File: config.mk
export PLATFORM = sky130hd
export DESIGN_NAME = rfrom_bist_arb
export DESIGN_NICKNAME = d
export VERILOG_FILES = /design/src/rtl/rfrom_pkg.sv /design/src/rtl/rfrom_bist_misr.sv /design/src/rtl/rfrom_bist_arb.sv
export SDC_FILE = /design/constraint.sdc
export NUM_CORES = 1
export LEC_CHECK = 0
export ABC_AREA = 1
export BUFFER_PORTS_ARGS = -buffer_cell sky130_fd_sc_hd__buf_2
export CAP_MARGIN = 20
export CELL_PAD_IN_SITES_DETAIL_PLACEMENT = 2
export CELL_PAD_IN_SITES_GLOBAL_PLACEMENT = 2
export CORE_UTILIZATION = 30
export DETAILED_ROUTE_END_ITERATION = 7
export PLACE_DENSITY = 0.76
export SETUP_SLACK_MARGIN = 0.02
export SLEW_MARGIN = 20
export SYNTH_ARGS = -nofsm -noshare
export SYNTH_HDL_FRONTEND = slang
export SYNTH_HIERARCHICAL = 1
export SYNTH_SLANG_ARGS = --single-unit
export TNS_END_PERCENT = 10
File: constraint.sdc
create_clock -name clk -period 1.6 [get_ports clk]
set_input_delay 0.24 -clock clk [delete_from_list [all_inputs] [get_ports clk]]
set_output_delay 0.24 -clock clk [all_outputs]
set_load 0.005 [all_outputs]
File: src/rtl/rfrom_pkg.sv
// Shared types and helpers for the register-file ROM access controller and its BIST MISR.
package rfrom_pkg;

    typedef enum logic [2:0] {
        StIdle,
        StWait,
        StRun,
        StFlush,
        StDone
    } rfrom_state_e;

    localparam logic [15:0] MisrPolyDefault = 16'h100B;
    localparam int unsigned MisrMaxW = 32;

    // One MISR step at an arbitrary width up to MisrMaxW; bits above `width` come back zero.
    function automatic logic [MisrMaxW-1:0] misr_step(
        input logic [MisrMaxW-1:0] sig,
        input logic [MisrMaxW-1:0] din,
        input logic [MisrMaxW-1:0] poly,
        input int unsigned         width
    );
        logic [MisrMaxW-1:0] mask;
        logic [MisrMaxW-1:0] nxt;
        logic [4:0]          msb_idx;
        mask    = (width >= MisrMaxW) ? '1 : ((MisrMaxW'(1) << width) - MisrMaxW'(1));
        msb_idx = 5'(width - 1);
        nxt     = sig << 1;
        if (sig[msb_idx]) begin
            nxt = nxt ^ poly;
        end
        return (nxt ^ din) & mask;
    endfunction

endpackage

File: src/rtl/rfrom_bist_misr.sv
// Signature register for the ROM BIST: synchronous clear, enable-gated MISR compression.
module rfrom_bist_misr
    import rfrom_pkg::*;
#(
    parameter int unsigned       DATA_W    = 16,
    parameter logic [DATA_W-1:0] MISR_POLY = DATA_W'(MisrPolyDefault)
) (
    input  logic              clk,
    input  logic              rst,
    input  logic              clr,
    input  logic              en,
    input  logic [DATA_W-1:0] din,
    output logic [DATA_W-1:0] sig
);

    logic [DATA_W-1:0] sig_q, sig_d;

    always_comb begin
        sig_d = sig_q;
        if (clr) begin
            sig_d = '0;
        end else if (en) begin
            sig_d = DATA_W'(misr_step(MisrMaxW'(sig_q), MisrMaxW'(din), MisrMaxW'(MISR_POLY),
                                      DATA_W));
        end
    end

    always_ff @(posedge clk or posedge rst) begin
        if (rst) begin
            sig_q <= '0;
        end else begin
            sig_q <= sig_d;
        end
    end

    assign sig = sig_q;

endmodule

File: src/rtl/rfrom_bist_arb.sv
// Shares the ROM read port between the functional client and a sweeping MISR BIST engine.
// Define RFROM_BIST_CMP_EN to add bist_exp_sig and the registered bist_pass comparator.
module rfrom_bist_arb
    import rfrom_pkg::*;
#(
    parameter int unsigned       ADDR_W    = 11,
    parameter int unsigned       DATA_W    = 16,
    parameter int unsigned       DEPTH     = 2048,
    parameter int unsigned       RD_LAT    = 1,
    parameter logic [DATA_W-1:0] MISR_POLY = DATA_W'(MisrPolyDefault)
) (
    input  logic              clk,
    input  logic              rst,
    input  logic              fn_req,
    input  logic [ADDR_W-1:0] fn_addr,
    output logic              fn_gnt,
    output logic              fn_rvalid,
    output logic [DATA_W-1:0] fn_rdata,
    input  logic              bist_en,
    input  logic              bist_start,
    output logic              bist_busy,
    output logic              bist_done,
    output logic [DATA_W-1:0] bist_sig,
`ifdef RFROM_BIST_CMP_EN
    input  logic [DATA_W-1:0] bist_exp_sig,
`endif
    output logic              bist_pass,
    output logic              rom_ren,
    output logic [ADDR_W-1:0] rom_addr,
    input  logic [DATA_W-1:0] rom_dout
);

    localparam logic [ADDR_W-1:0] LastAddr  = ADDR_W'(DEPTH - 1);
    localparam logic [1:0]        FlushLast = 2'(RD_LAT - 1);

    rfrom_state_e      state_q, state_d;
    logic [ADDR_W-1:0] cnt_q, cnt_d;
    logic [1:0]        flush_q, flush_d;
    logic              abort_q, abort_d;
    logic              done_q, done_d;
    logic              busy_q, busy_d;
    logic [RD_LAT-1:0] fn_vld_q, fn_vld_d;
    logic [RD_LAT-1:0] bist_vld_q, bist_vld_d;
    logic [DATA_W-1:0] rdata_q, rdata_d;
    logic              fn_issue, bist_issue, start_ok, done_enter, pipe_empty;

    assign pipe_empty = ((fn_vld_q | bist_vld_q) == '0);

    always_comb begin
        state_d    = state_q;
        cnt_d      = cnt_q;
        flush_d    = flush_q;
        abort_d    = abort_q;
        fn_gnt     = 1'b0;
        rom_ren    = 1'b0;
        rom_addr   = '0;
        fn_issue   = 1'b0;
        bist_issue = 1'b0;
        start_ok   = 1'b0;
        done_enter = 1'b0;
        unique case (state_q)
            StIdle: begin
                fn_gnt   = fn_req;
                rom_ren  = fn_req;
                rom_addr = fn_addr;
                fn_issue = fn_req;
                if (bist_start && bist_en) begin
                    start_ok = 1'b1;
                    abort_d  = 1'b0;
                    state_d  = StWait;
                end
            end
            StWait: begin
                if (pipe_empty) begin
                    cnt_d   = '0;
                    state_d = StRun;
                end
            end
            StRun: begin
                flush_d = '0;
                if (!bist_en) begin
                    abort_d = 1'b1;
                    state_d = StFlush;
                end else begin
                    rom_ren    = 1'b1;
                    rom_addr   = cnt_q;
                    bist_issue = 1'b1;
                    cnt_d      = cnt_q + 1'b1;
                    if (cnt_q == LastAddr) begin
                        state_d = StFlush;
                    end
                end
            end
            StFlush: begin
                flush_d = flush_q + 1'b1;
                if (flush_q == FlushLast) begin
                    done_enter = !abort_q;
                    state_d    = abort_q ? StIdle : StDone;
                end
            end
            StDone: begin
                if (!bist_en) begin
                    state_d = StIdle;
                end
            end
            default: state_d = StIdle;
        endcase
    end

    always_comb begin
        done_d     = start_ok ? 1'b0 : (done_enter ? 1'b1 : done_q);
        busy_d     = (state_d == StWait) || (state_d == StRun) || (state_d == StFlush);
        fn_vld_d   = (fn_vld_q << 1) | RD_LAT'(fn_issue);
        bist_vld_d = (bist_vld_q << 1) | RD_LAT'(bist_issue);
        rdata_d    = fn_vld_q[RD_LAT-1] ? rom_dout : rdata_q;
    end

    always_ff @(posedge clk or posedge rst) begin
        if (rst) begin
            state_q    <= StIdle;
            cnt_q      <= '0;
            flush_q    <= '0;
            abort_q    <= 1'b0;
            done_q     <= 1'b0;
            busy_q     <= 1'b0;
            fn_vld_q   <= '0;
            bist_vld_q <= '0;
            rdata_q    <= '0;
        end else begin
            state_q    <= state_d;
            cnt_q      <= cnt_d;
            flush_q    <= flush_d;
            abort_q    <= abort_d;
            done_q     <= done_d;
            busy_q     <= busy_d;
            fn_vld_q   <= fn_vld_d;
            bist_vld_q <= bist_vld_d;
            rdata_q    <= rdata_d;
        end
    end

    // rom_dout is only present during the return cycle, so it is passed through then and held.
    assign fn_rvalid = fn_vld_q[RD_LAT-1];
    assign fn_rdata  = fn_rvalid ? rom_dout : rdata_q;
    assign bist_busy = busy_q;
    assign bist_done = done_q;

    rfrom_bist_misr #(
        .DATA_W   (DATA_W),
        .MISR_POLY(MISR_POLY)
    ) u_misr (
        .clk(clk),
        .rst(rst),
        .clr(start_ok),
        .en (bist_vld_q[RD_LAT-1]),
        .din(rom_dout),
        .sig(bist_sig)
    );

`ifdef RFROM_BIST_CMP_EN
    logic              pass_q, pass_d;
    logic [DATA_W-1:0] sig_final;

    // The final return folds into the MISR on the same edge that enters DONE.
    always_comb begin
        sig_final = DATA_W'(misr_step(MisrMaxW'(bist_sig), MisrMaxW'(rom_dout),
                                      MisrMaxW'(MISR_POLY), DATA_W));
        pass_d = pass_q;
        if (start_ok) begin
            pass_d = 1'b0;
        end else if (done_enter) begin
            pass_d = (sig_final == bist_exp_sig);
        end
    end

    always_ff @(posedge clk or posedge rst) begin
        if (rst) begin
            pass_q <= 1'b0;
        end else begin
            pass_q <= pass_d;
        end
    end

    assign bist_pass = pass_q;
`else
    assign bist_pass = 1'b0;
`endif

endmodule

* After elaboration in Yosys (flattened, before gate mapping) *
Index checks and enable logic that the tools add are counted.

word-level totals
  register bits = 53
  latch bits = 0
  memory bits (writable) = 0
  memory bits (read-only) = 0
  bits of input ports = 32
  output and inout port bits = 49
  logic and storage cells = 73
  memories = 0

cells by class
  add/subtract/negate cells = 2
  multiply operators = 0
  divide/modulo/power cells = 0
  magnitude comparators = 0
  equal/unequal tests = 12
  shift-type cells = 0
  multiplexer cells = 33
  bitwise gates (word level) = 3
  reductions and logical operators = 13

operators by type and width
  cell                                            number
  2-to-1 mux 16 bit                               5
  case mux 11 bit (2 select lines)                2
  2-to-1 mux 11 bit                               3
  2-to-1 mux 3 bit                                7
  XOR 16 bit                                      1
  case mux 3 bit (5 select lines)                 1
  2-to-1 mux 13 bit                               1
  == test 3 x 2 -> 1 bit (second input constant)  4
  adder 11 x 1 -> 11 bit (second input constant)  1
  == test 11 bit (second input constant)          1
  2-to-1 mux 1 bit                                11
  nonzero test 2 bit                              5
  != test 2 bit (second input constant)           4
  == test 3 x 1 -> 1 bit (second input constant)  2
  AND reduction 3 bit                             2
  inverter 4 bit                                  1
  case mux 1 bit (2 select lines)                 2
  case mux 2 bit (2 select lines)                 1
  == test 3 bit (second input constant)           1
  zero test 3 bit                                 1
  adder 2 x 1 -> 2 bit (second input constant)    1
  zero test 2 bit                                 1
  logical OR 1 bit                                2
  logical AND 1 bit                               1
  other kinds (2)                                 2

* Longest topological paths before layout *
  depth in word-level cells = 7
  depth in mapped cells = 8

* By module *
Netlist, hierarchy kept.

modules (own cells, without submodules)
  module           times used  cells an instance  area each (sq um)  seq. area each (sq um)
  rfrom_bist_arb   1           208                1874.3             925.9
  rfrom_bist_misr  1           91                 855.8              400.4

* Least setup slack after synthesis *
OpenSTA, ideal clock, no wires.

  kind = register -> register
  start point = register state_q[0]
  end point = register u_misr.sig_q[15], in the netlist u_misr/sig[15]
  library setup time = 0.127 ns
  arrival = 1.319 ns
  required time = 1.473 ns
  setup slack = 0.154 ns
  cell stages (with the launch flop) = 8
  path buffers = 1
  path through = dfrtp_1 > nor2_1 > nand4_1 > inv_1 > nor2_2 > inv_2 > buf_6 > o22ai_2

between the ends
  longest elaborated chain between the ends = 3
  elaborated cells between the ends (all ways) = 4
  classes of those cells = mux (2); reduce/logical (2)

ends and longest elaborated chain
  element                                                  RTL line               RTL
  from (decl)                                              rfrom_bist_arb.sv:36   rfrom_state_e state_q, state_d;
  from (signal assigned)                                   rfrom_bist_arb.sv:120  state_q <= StIdle;
  from (signal assigned)                                   rfrom_bist_arb.sv:130  state_q <= state_d;
  zero test 3 bit *                                        rfrom_bist_arb.sv:61   unique case (state_q)
  2-to-1 mux 1 bit *                                       rfrom_bist_arb.sv:61
  named net start_ok                                       rfrom_bist_arb.sv:45   logic fn_issue, bist_issue, start_ok, done_enter, pipe_empty;
  2-to-1 mux 16 bit or nonzero test 2 bit (tied branches)  -
  to (signal assigned)                                     rfrom_bist_misr.sv:32  sig_q <= sig_d;
  to (decl)                                                rfrom_bist_misr.sv:16  logic [DATA_W-1:0] sig_q, sig_d;

The timed path passes the listed nets; every way through them passes the cells marked *.
A chain may end at the register's enable or synchronous reset.

* Final worst setup path *
  start point = register state_q[0]
  end point = output port rom_ren

between the ends
  longest elaborated chain between the ends = 2
  elaborated cells between the ends (all ways) = 3
  classes of those cells = eq/ne (1); mux (1); reduce/logical (1)

ends and longest elaborated chain
  element                                                    RTL line              RTL
  == test 3 x 2 -> 1 bit or zero test 3 bit (tied branches)  rfrom_bist_arb.sv:61
  case mux 1 bit (2 select lines) *                          rfrom_bist_arb.sv:61
  to (decl)                                                  rfrom_bist_arb.sv:28  output logic rom_ren,

Every way passes the cells marked *; elsewhere a longest branch is shown, timed or not.

==> results.cfg <==
[status]
status = finished with violations
violations = negative setup slack

[global_routing]
grt_pass1_wl_um = 14800
grt_usage_pct = 19.4
grt_max_degree = 38
grt_pass1_vias = 2882
antenna_found_initial = 0
overflow = 0

[critical_path]
crit_required_ns = 1.36
cp_max_fo = 7
arrival_ns = 1.51
startpoint_type = register
setup.worst_path.end_class = primary output
worstSetupPathType = reg -> out

[min_path]
hold_path.class = in -> async

[detailed_routing]
drc_errors = 0
drt-total-wl_um = 9320
route.vias.total = 2505
firstDrtPassIters = 4
wire_per_inst_um = 18.3
drtIter0Drc = 60
via_per_inst = 4.91
ant_nets = 0

[timing]
hold_viol = 0
worstMarginPinSlew_ns = 0.686
relSlewSlack_pct = 54.2
max_freq_mhz = 572
setup_ws_ns = -0.148
skew_ns = 0.0155
report.final.slew_viol_count = 0
fin_crit_ns = 1.75
setup_viol = 34
rsz0062_at_grt = yes
period_share_pct = 109

[die]
row_count = 34
pin_count = 81
die_area_um2 = 9490
fp.dieH_um = 97.4
start_util_pct = 31.2
die_x_um = 97.4
core_um2 = 8760

[logic_synthesis]
synth_fp_nets = 333
synth_cell_types = 30
synthTopCellsByArea = dfrtp_1 49%, nand2_1 8.8%, mux2_2 6.6%
synthArstFlopShare_pct = 100
synth.avg_cell_area_um2 = 9.13
ys_warn_count = 6
yosys_register_bits = 53
ys_seq_area_share_pct = 48.6
netlist_area_um2 = 2730
yosys.area.top_type = dfrtp_1
synth-edff-count = 0
ys.flop_type = dfrtp_1
synth_top_cell_area_share_pct = 48.6
synthCells = 299

[cts]
tritoncts = built
cts_max_path_buffers = 2
clkLatencyLatePin_ns = 0.31
cts_buffers = 5
clkSinkCount = 53
cts_root_buf = clkbuf_8
cts.htree.levels = 2
clk_pin_slew_ns = 0.11
cts_hold_buffers = 0

[final_layout]
syn_to_final_growth_pct = 34.5
antennaDiodeCount = 0
drive_gt1_share_pct = 41.5
nets = 435

[power_and_ir_drop]
p_per_area_nw_per_um2 = 1790
fin_total_pwr_uw = 6580
p_leak_uw = 0.00183
peakVddDrop_mv = 0.455

[placed_design]
gp_congestion = 0.789
dp_slack_ns = 0.00417
dp_hpwl_um = 6460
io_buffers = 79

[flow_run]
drv_cap = 0
==> path summary, 6_finish.rpt <==
path / from / endpoint / slack [ns] / cells past startpoint
max: state_q[0] / rom_ren / -0.15 / 5
min: rst / u_misr/sig[14] / 0.03 / 2
max reg2reg: state_q[2] / u_misr/sig[10] / -0.06 / 8
min reg2reg: rdata_q[12] / rdata_q[12] / 0.50 / 1
max in group asynchronous: rst / u_misr/sig[13] / 1.12 / 2
min in group clk: rom_dout[5] / rdata_q[5] / 0.21 / 2
==> kinds of logic (layout without fill, tap and decap cells) <==
kind of cell	after synthesis	after routing	synth area share [%]
simple gates	130	131	22.7
buf+inv	44	146	7.65
fa+ha+maj	2	2	0.916
flops	53	53	48.6
mux	16	16	6.60
other cells	1	1	0.137
xor+xnor	13	13	4.17
compound gates	40	40	9.26
==> final cells by class <==
cell class / count / area (um^2)
Fill cell: 992 / 5090
Sequential cell: 53 / 1330
Multi-Input combinational cell: 203 / 1310
Timing Repair Buffer: 105 / 643
Inverter: 33 / 136
Tap cell: 108 / 135
Clock buffer: 7 / 86.3
Clock inverter: 1 / 30.0
==> worst max-delay path, stage by stage, from the launching register on <==
cell,delay [ns]
dfrtp_2,0.48
nor2_4,0.18
buf_6,0.16
nand2_4,0.06
o21ai_1,0.16
buf_2,0.15
==> cells in the final DEF (no fill, tap or decap), types with 2 or more instances in the layout <==
| cell type | count |
|---|---|
| a21oi_1 | 4 |
| a21oi_2 | 2 |
| buf_2 | 73 |
| buf_4 | 22 |
| buf_6 | 10 |
| clkbuf_8 | 6 |
| dfrtp_1 | 51 |
| dfrtp_2 | 2 |
| ha_1 | 2 |
| inv_1 | 28 |
| inv_2 | 2 |
| inv_4 | 2 |
| mux2_2 | 9 |
| mux2_4 | 7 |
| nand2_1 | 60 |
| nand2_2 | 3 |
| nand2_4 | 3 |
| nand2_8 | 2 |
| nand3_1 | 30 |
| nand3b_1 | 3 |
| nand4_1 | 9 |
| nor2_1 | 10 |
| nor2_2 | 4 |
| nor3_1 | 2 |
| o21ai_0 | 13 |
| o21ai_1 | 7 |
| o21ai_2 | 10 |
| o22ai_2 | 4 |
| xnor2_1 | 13 |
==> Yosys cell counts (all sizes together), types with 3 or more instances <==
master,instances
xnor2,13
nand4,10
nand2,67
nand3b,3
o21ai,30
nor2,16
nand3,31
inv,33
a21oi,6
mux2,16
buf,10
dfrtp,53
o22ai,4
==> power breakdown <==
part           switching (uW)  leakage, uW  internal [uW]
clock network             458    0.0000585            511
logic                    1800      0.00109           1630
registers                 351     0.000674           1830
==> registers in the layout, summed over array words and instances (netlist names) <==
register and flops:
bist_done 1, flush_q 2, cnt_q 11, abort_q 1, state_q 3, rdata_q 16, bist_busy 1, u_misr/sig 16
bist_vld_q 1, fn_rvalid 1
==> stage by stage <==
stage               setup TNS, ns  utilization [%]  cell area, um^2  hold slack (ns)  instances
floorplan                       0                -             2730            0.154        299
global placement                0             37.4             3280            0.365        488
detailed placement              0             37.4             3280            0.390        488
CTS                        -0.993             40.0             3500           0.0461        503
global route                -4.05             41.9             3670           0.0540        510
finish                      -1.52             41.9             3670           0.0341        510
==> timing repair <==
| item | CTS | global route |
|---|---|---|
| gates resized for setup | 21 | 36 |
| endpoints found under the setup margin | 38 | 53 |
| endpoints found under the hold margin | 0 | 0 |
| gates cloned | 2 | 0 |
| setup buffers | 5 | 7 |
| pin swaps | 2 | 5 |
==> metal layers <==
layer  GRT usage (%)  wire [um]  share of wire (%)
met5               0          0                  0
met4            4.52         77               0.83
met2            35.7       5110                 55
met3            3.17        207                2.2
met1            23.4       3920                 42
Note: power is estimated with default switching activity, not from simulation.
